**config.mk**
```make
export PLATFORM = sky130hd
export DESIGN_NAME = traffic_light_ctrl
export DESIGN_NICKNAME = d
export VERILOG_FILES = /design/src/rtl/tlc_pkg.sv /design/src/rtl/tlc_tick_gen.sv /design/src/rtl/traffic_light_ctrl.sv
export SDC_FILE = /design/constraint.sdc
export NUM_CORES = 1
export LEC_CHECK = 0
export CORE_UTILIZATION = 25
export DETAILED_ROUTE_END_ITERATION = 8
export PLACE_DENSITY = 0.36
export SYNTH_ARGS = -nofsm -noshare
export SYNTH_HDL_FRONTEND = slang
export SYNTH_HIERARCHICAL = 1
export SYNTH_SLANG_ARGS = --single-unit
```
**constraint.sdc**
```tcl
create_clock -name clk -period 2.8 [get_ports clk]
set_input_delay 0.56 -clock clk [delete_from_list [all_inputs] [get_ports clk]]
set_output_delay 0.56 -clock clk [all_outputs]
set_load 0.05 [all_outputs]
```
**src/rtl/tlc_pkg.sv**
```systemverilog
// rtl/tlc_pkg.sv - shared light codes, state encoding and phase ordering for the traffic-light controller
package tlc_pkg;

    localparam logic [1:0] LC_RED = 2'b00;
    localparam logic [1:0] LC_YEL = 2'b01;
    localparam logic [1:0] LC_GRN = 2'b11;

    localparam int unsigned TLC_DW = 6;

    // State values double as the light code so the output needs no decoder.
    typedef enum logic [1:0] {
        S_RED = LC_RED,
        S_YEL = LC_YEL,
        S_GRN = LC_GRN
    } tlc_state_e;

    function automatic tlc_state_e next_phase(input tlc_state_e s);
        case (s)
            S_RED:   return S_GRN;
            S_GRN:   return S_YEL;
            default: return S_RED;
        endcase
    endfunction

endpackage

```
**src/rtl/tlc_tick_gen.sv**
```systemverilog
// rtl/tlc_tick_gen.sv - prescaler producing a one-cycle tick every CLK_HZ cycles while enabled
module tlc_tick_gen #(
    parameter int unsigned CLK_HZ = 50_000_000
) (
    input  logic clk,
    input  logic rst_n,
    input  logic en,
    output logic tick
);

    localparam int unsigned PW = (CLK_HZ > 1) ? $clog2(CLK_HZ) : 1;
    localparam logic [PW-1:0] LAST = PW'(CLK_HZ - 1);

    logic [PW-1:0] pcnt;

    // Cleared while disabled so a resumed phase always gets a full second.
    always_ff @(posedge clk) begin
        if (!rst_n) begin
            pcnt <= '0;
        end else if (!en || pcnt == LAST) begin
            pcnt <= '0;
        end else begin
            pcnt <= pcnt + PW'(1);
        end
    end

    assign tick = en && (pcnt == LAST);

endmodule

```
**src/rtl/traffic_light_ctrl.sv**
```systemverilog
// rtl/traffic_light_ctrl.sv - RED/GREEN/YELLOW sequencer with programmable durations; TLC_COUNTDOWN_EN adds remain output
module traffic_light_ctrl
    import tlc_pkg::*;
#(
    parameter int unsigned CLK_HZ = 50_000_000,
    parameter int unsigned DW     = TLC_DW,
    parameter int unsigned RED_S  = 5,
    parameter int unsigned GRN_S  = 4,
    parameter int unsigned YEL_S  = 2
) (
    input  logic          clk,
    input  logic          rst_n,
    input  logic          run,
    input  logic          dur_we,
    input  logic [1:0]    dur_sel,
    input  logic [DW-1:0] dur_val,
    output logic [1:0]    light,
    output logic          light_en,
    output logic          phase_done
`ifdef TLC_COUNTDOWN_EN
    ,
    output logic [DW-1:0] remain
`endif
);

    tlc_state_e    state, state_nxt;
    logic [DW-1:0] cnt, cnt_nxt;
    logic [DW-1:0] dur_red, dur_grn, dur_yel;
    logic [DW-1:0] load_val;
    logic          phase_done_nxt;
    logic          tick;

    tlc_tick_gen #(.CLK_HZ(CLK_HZ)) u_tick_gen (
        .clk   (clk),
        .rst_n (rst_n),
        .en    (run),
        .tick  (tick)
    );

    always_comb begin
        state_nxt      = state;
        cnt_nxt        = cnt;
        phase_done_nxt = 1'b0;
        load_val       = dur_red;
        if (tick) begin
            if (cnt > DW'(1)) begin
                cnt_nxt = cnt - DW'(1);
            end else begin
                state_nxt      = next_phase(state);
                phase_done_nxt = 1'b1;
                case (state_nxt)
                    S_GRN:   load_val = dur_grn;
                    S_YEL:   load_val = dur_yel;
                    default: load_val = dur_red;
                endcase
                // A write landing on the entry edge wins over the stored value.
                if (dur_we && dur_sel == state_nxt) begin
                    load_val = dur_val;
                end
                cnt_nxt = load_val;
            end
        end
    end

    always_ff @(posedge clk) begin
        if (!rst_n) begin
            state      <= S_RED;
            cnt        <= DW'(RED_S);
            light_en   <= 1'b0;
            phase_done <= 1'b0;
            dur_red    <= DW'(RED_S);
            dur_grn    <= DW'(GRN_S);
            dur_yel    <= DW'(YEL_S);
        end else begin
            state      <= state_nxt;
            cnt        <= cnt_nxt;
            light_en   <= run;
            phase_done <= phase_done_nxt;
            if (dur_we) begin
                case (dur_sel)
                    LC_RED:  dur_red <= dur_val;
                    LC_YEL:  dur_yel <= dur_val;
                    LC_GRN:  dur_grn <= dur_val;
                    default: ;
                endcase
            end
        end
    end

    assign light = state;

`ifdef TLC_COUNTDOWN_EN
    assign remain = cnt;
`endif

endmodule
```
==> key figures <==
Floorplanning
  • Core footprint: 0.0102 mm2
  • Row cnt: 37
  • I/O pin count: 16
  • Starting density of the core: 25.7%
  • Die width: between 100 and 150 um
  • Die Span Y: between 100 and 150 um
  • Die area: roughly 0.011 mm2

Timing
  • Hold Vio Cnt, Final: 0
  • Slew HR: 58.7%
  • Post-route clock period utilization: between 80% and 90%
  • Max Fclk: about 430 MHz
  • Min Clock Period, post-route: 2.34 ns
  • Hold Slack: 0.479 ns
  • Tightest Pin Transition: 0.613 ns
  • RSZ-0062 raised after global routing: false
  • Clk_skew: 0.00677 ns
  • Setup violations, final: 0
  • Post-route setup TNS: 0 ns
  • Fin. max-slew vios: 0

Clocking
  • CTS sink cnt: between 50 and 60
  • Total CTS buffers: 5
  • CTS Hold Bufs: 0
  • Post-CTS setup buffers: 0
  • H-tree depth: 2
  • CTS max path bufs: 2
  • Worst-path clk slew: approximately 0.1 ns
  • CTS tree: yes
  • Root Buffer: clkbuf_8
  • Skew-Pair Late Insertion Delay: around 0.3 ns
  • CTS resizes: 0

Detailed routing
  • Drt initial violations: 64
  • Via count: between 2000 and 2500
  • Met3 Routed Length: ~130 um
  • Routed wire length: 6.15 mm
  • Via/cell ratio: 4.71
  • Antenna Nets Post-Route: 0
  • # DRC: 0
  • Total iterations of the first detailed-routing run: 4
  • Highest routed layer: met4
  • Met2 Wirelength: 3.01 mm
  • M1 wire length: 2.90 mm
  • Routed len/inst: 13.6 um

GRT
  • Number of global-route vias before repair: 2028
  • Total GRT Usage: 11.9%
  • Largest net degree at the start of global routing: 26
  • Total gr overflow: 0
  • Global-route wire length before repair: 10.3 mm
  • Initial antenna violation count: 0

Final layout
  • Most common cell after layout, fill and taps aside: dfxtp_1
  • Layout Nets: ~330
  • Syn-to-layout area delta: 16.4%
  • Most frequent cells in the layout: dfxtp_1 (54), nor2_1 (32), nand2_1 (25)
  • Filler cells: roughly 1100
  • Ant diodes: 0
  • Layout cells sized above 1: 6.98%

Worst setup path
  • Crit. End Element: flip-flop
  • Largest fanout on the critical path: 8
  • Crit path launch type: flip-flop
  • Crit path kind: reg2reg
  • Worst endpoint required time: roughly 3 ns
  • CP arrival: 2.52 ns

Logic synthesis
  • Number of synthesized flops with an enable pin: 0
  • Post-synth top area cell: dfxtp_1
  • Top-area cell type share of the netlist area: 41.2%
  • Sequential share of the synthesized area: around two fifths
  • Synth Instances: a little under 300
  • Synth top area cells: dfxtp_1 (41%), mux2i_1 (8.8%), nor2_1 (4.6%)
  • Netlist Area Pre-Place: roughly 0.0026 mm2
  • Post-synth top flop: dfxtp_1
  • Ys Warns: 6
  • Async set or reset register ratio after synthesis: 0%
  • #FFs+latches synth: between 50 and 60
  • Synthesized area per cell: around 8.8 um2
  • Post-synth cell types: between 40 and 50
  • Synth Net Count: about 320

Hold path
  • Hold crit path type: reg2reg

Place
  • Final estimated routing congestion in global placement: 0.706
  • HPWL Detailed: about 4.5 mm
  • # port buffers: 15

Pwr
  • Max VDD drop: slightly above 0.2 mV
  • P_leak: 0.00106 uW
  • Cell Pwr Density: between 400 and 500 mW/mm2

Run
  • Maxcap violations: 0

Run status
  • Status: completed
[sequential cells by signal (all words and copies together) (netlist names)]
| name | count |
|---|---|
| u_tick_gen/pcnt | 26 |
| cnt | 6 |
| light | 2 |
| phase_done | 1 |
| dur_yel | 6 |
| light_en | 1 |
| dur_grn | 6 |
| dur_red | 6 |
[where the power goes]
part	total, uW	internal, uW	leakage [uW]	switching, uW
logic	91.3	42.3	0.000569	48.9
clock network	536	267	0.0000504	270
registers	789	780	0.000437	8.62
[final timing paths]
path	to	cells past startpoint	slack [ns]	start
min reg2reg	u_tick_gen/pcnt[23]	2	0.48	u_tick_gen/pcnt[23]
max reg2reg	cnt[2]	7	0.46	u_tick_gen/pcnt[17]
max	cnt[2]	7	0.46	u_tick_gen/pcnt[17]
min	u_tick_gen/pcnt[23]	2	0.48	u_tick_gen/pcnt[23]
[Yosys cell counts (2+ instances only)]
cell type and count:
a211oi_1 2, dfxtp_1 54, o31ai_1 7, nand3b_1 2, or3_1 4, a31oi_1 2
nor4_1 4, or4_1 7, nor2_1 32, nand3_1 16, nand2b_1 2, a22oi_1 6
xnor2_1 10, a21oi_1 13, ha_1 6, clkbuf_1 7, xor2_1 6, nor3_1 6
and2_1 4, nand2_1 25, and4_1 4, buf_2 2, o21ai_0 10, mux2i_1 23
and3_1 5, inv_1 9, nand4_1 8
[layout make-up]
class                           count  area, um2  share of cell area, %
Inverter                           10       37.5                   1.23
Timing Repair Buffer               20        188                   6.14
Clock inverter                      3       45.0                   1.47
Tap cell                          136        170                   5.57
Multi-Input combinational cell    223       1470                   48.0
Clock buffer                        5       68.8                   2.25
Sequential cell                    54       1080                   35.4
[logic make-up (layout without fill, tap and decap cells)]
group	count (synthesis)	count (layout)	synth area share, %
AO/OA/AOI/OAI	50	50	12.6
multiplexers	24	24	9.20
AND/OR/NAND/NOR	127	127	25.8
buffers and inverters	20	38	2.96
flip-flops	54	54	41.2
XOR/XNOR	16	16	5.34
adder cells (fa/ha/maj)	6	6	2.86
[per-stage QoR]
| stage | setup slack [ns] | instance area, um2 | cells | util (%) | total power [uW] |
|---|---|---|---|---|---|
| after floorplan | 0.616 | 2630 | 297 | - | 856 |
| after global placement | 0.474 | 2940 | 443 | 28.8 | 901 |
| after detailed placement | 0.472 | 2940 | 443 | 28.8 | 900 |
| after CTS | 0.453 | 3060 | 451 | 29.9 | 1450 |
| after global routing | 0.172 | 3060 | 451 | 29.9 | 1480 |
| final | 0.457 | 3060 | 451 | 29.9 | 1420 |
[worst max-delay path: stages (launching register included)]
cell and delay [ns]:
dfxtp_1 0.44, nor4bb_1 0.39, nand3_1 0.18, nor4_1 0.30, and2_1 0.23, and3_1 0.36, nand2_1 0.14, a2bb2oi_1 0.18
[metal layers]
layer | global-route usage, % | vias to the layer above
met1 | 15.2 | 974
met3 | 2.26 | 7
li1 | - | 1120
met2 | 20.1 | 22
met4 | 3.67 | 0
met5 | 0 | -
No activity file was read; power rests on OpenSTA's default activity.
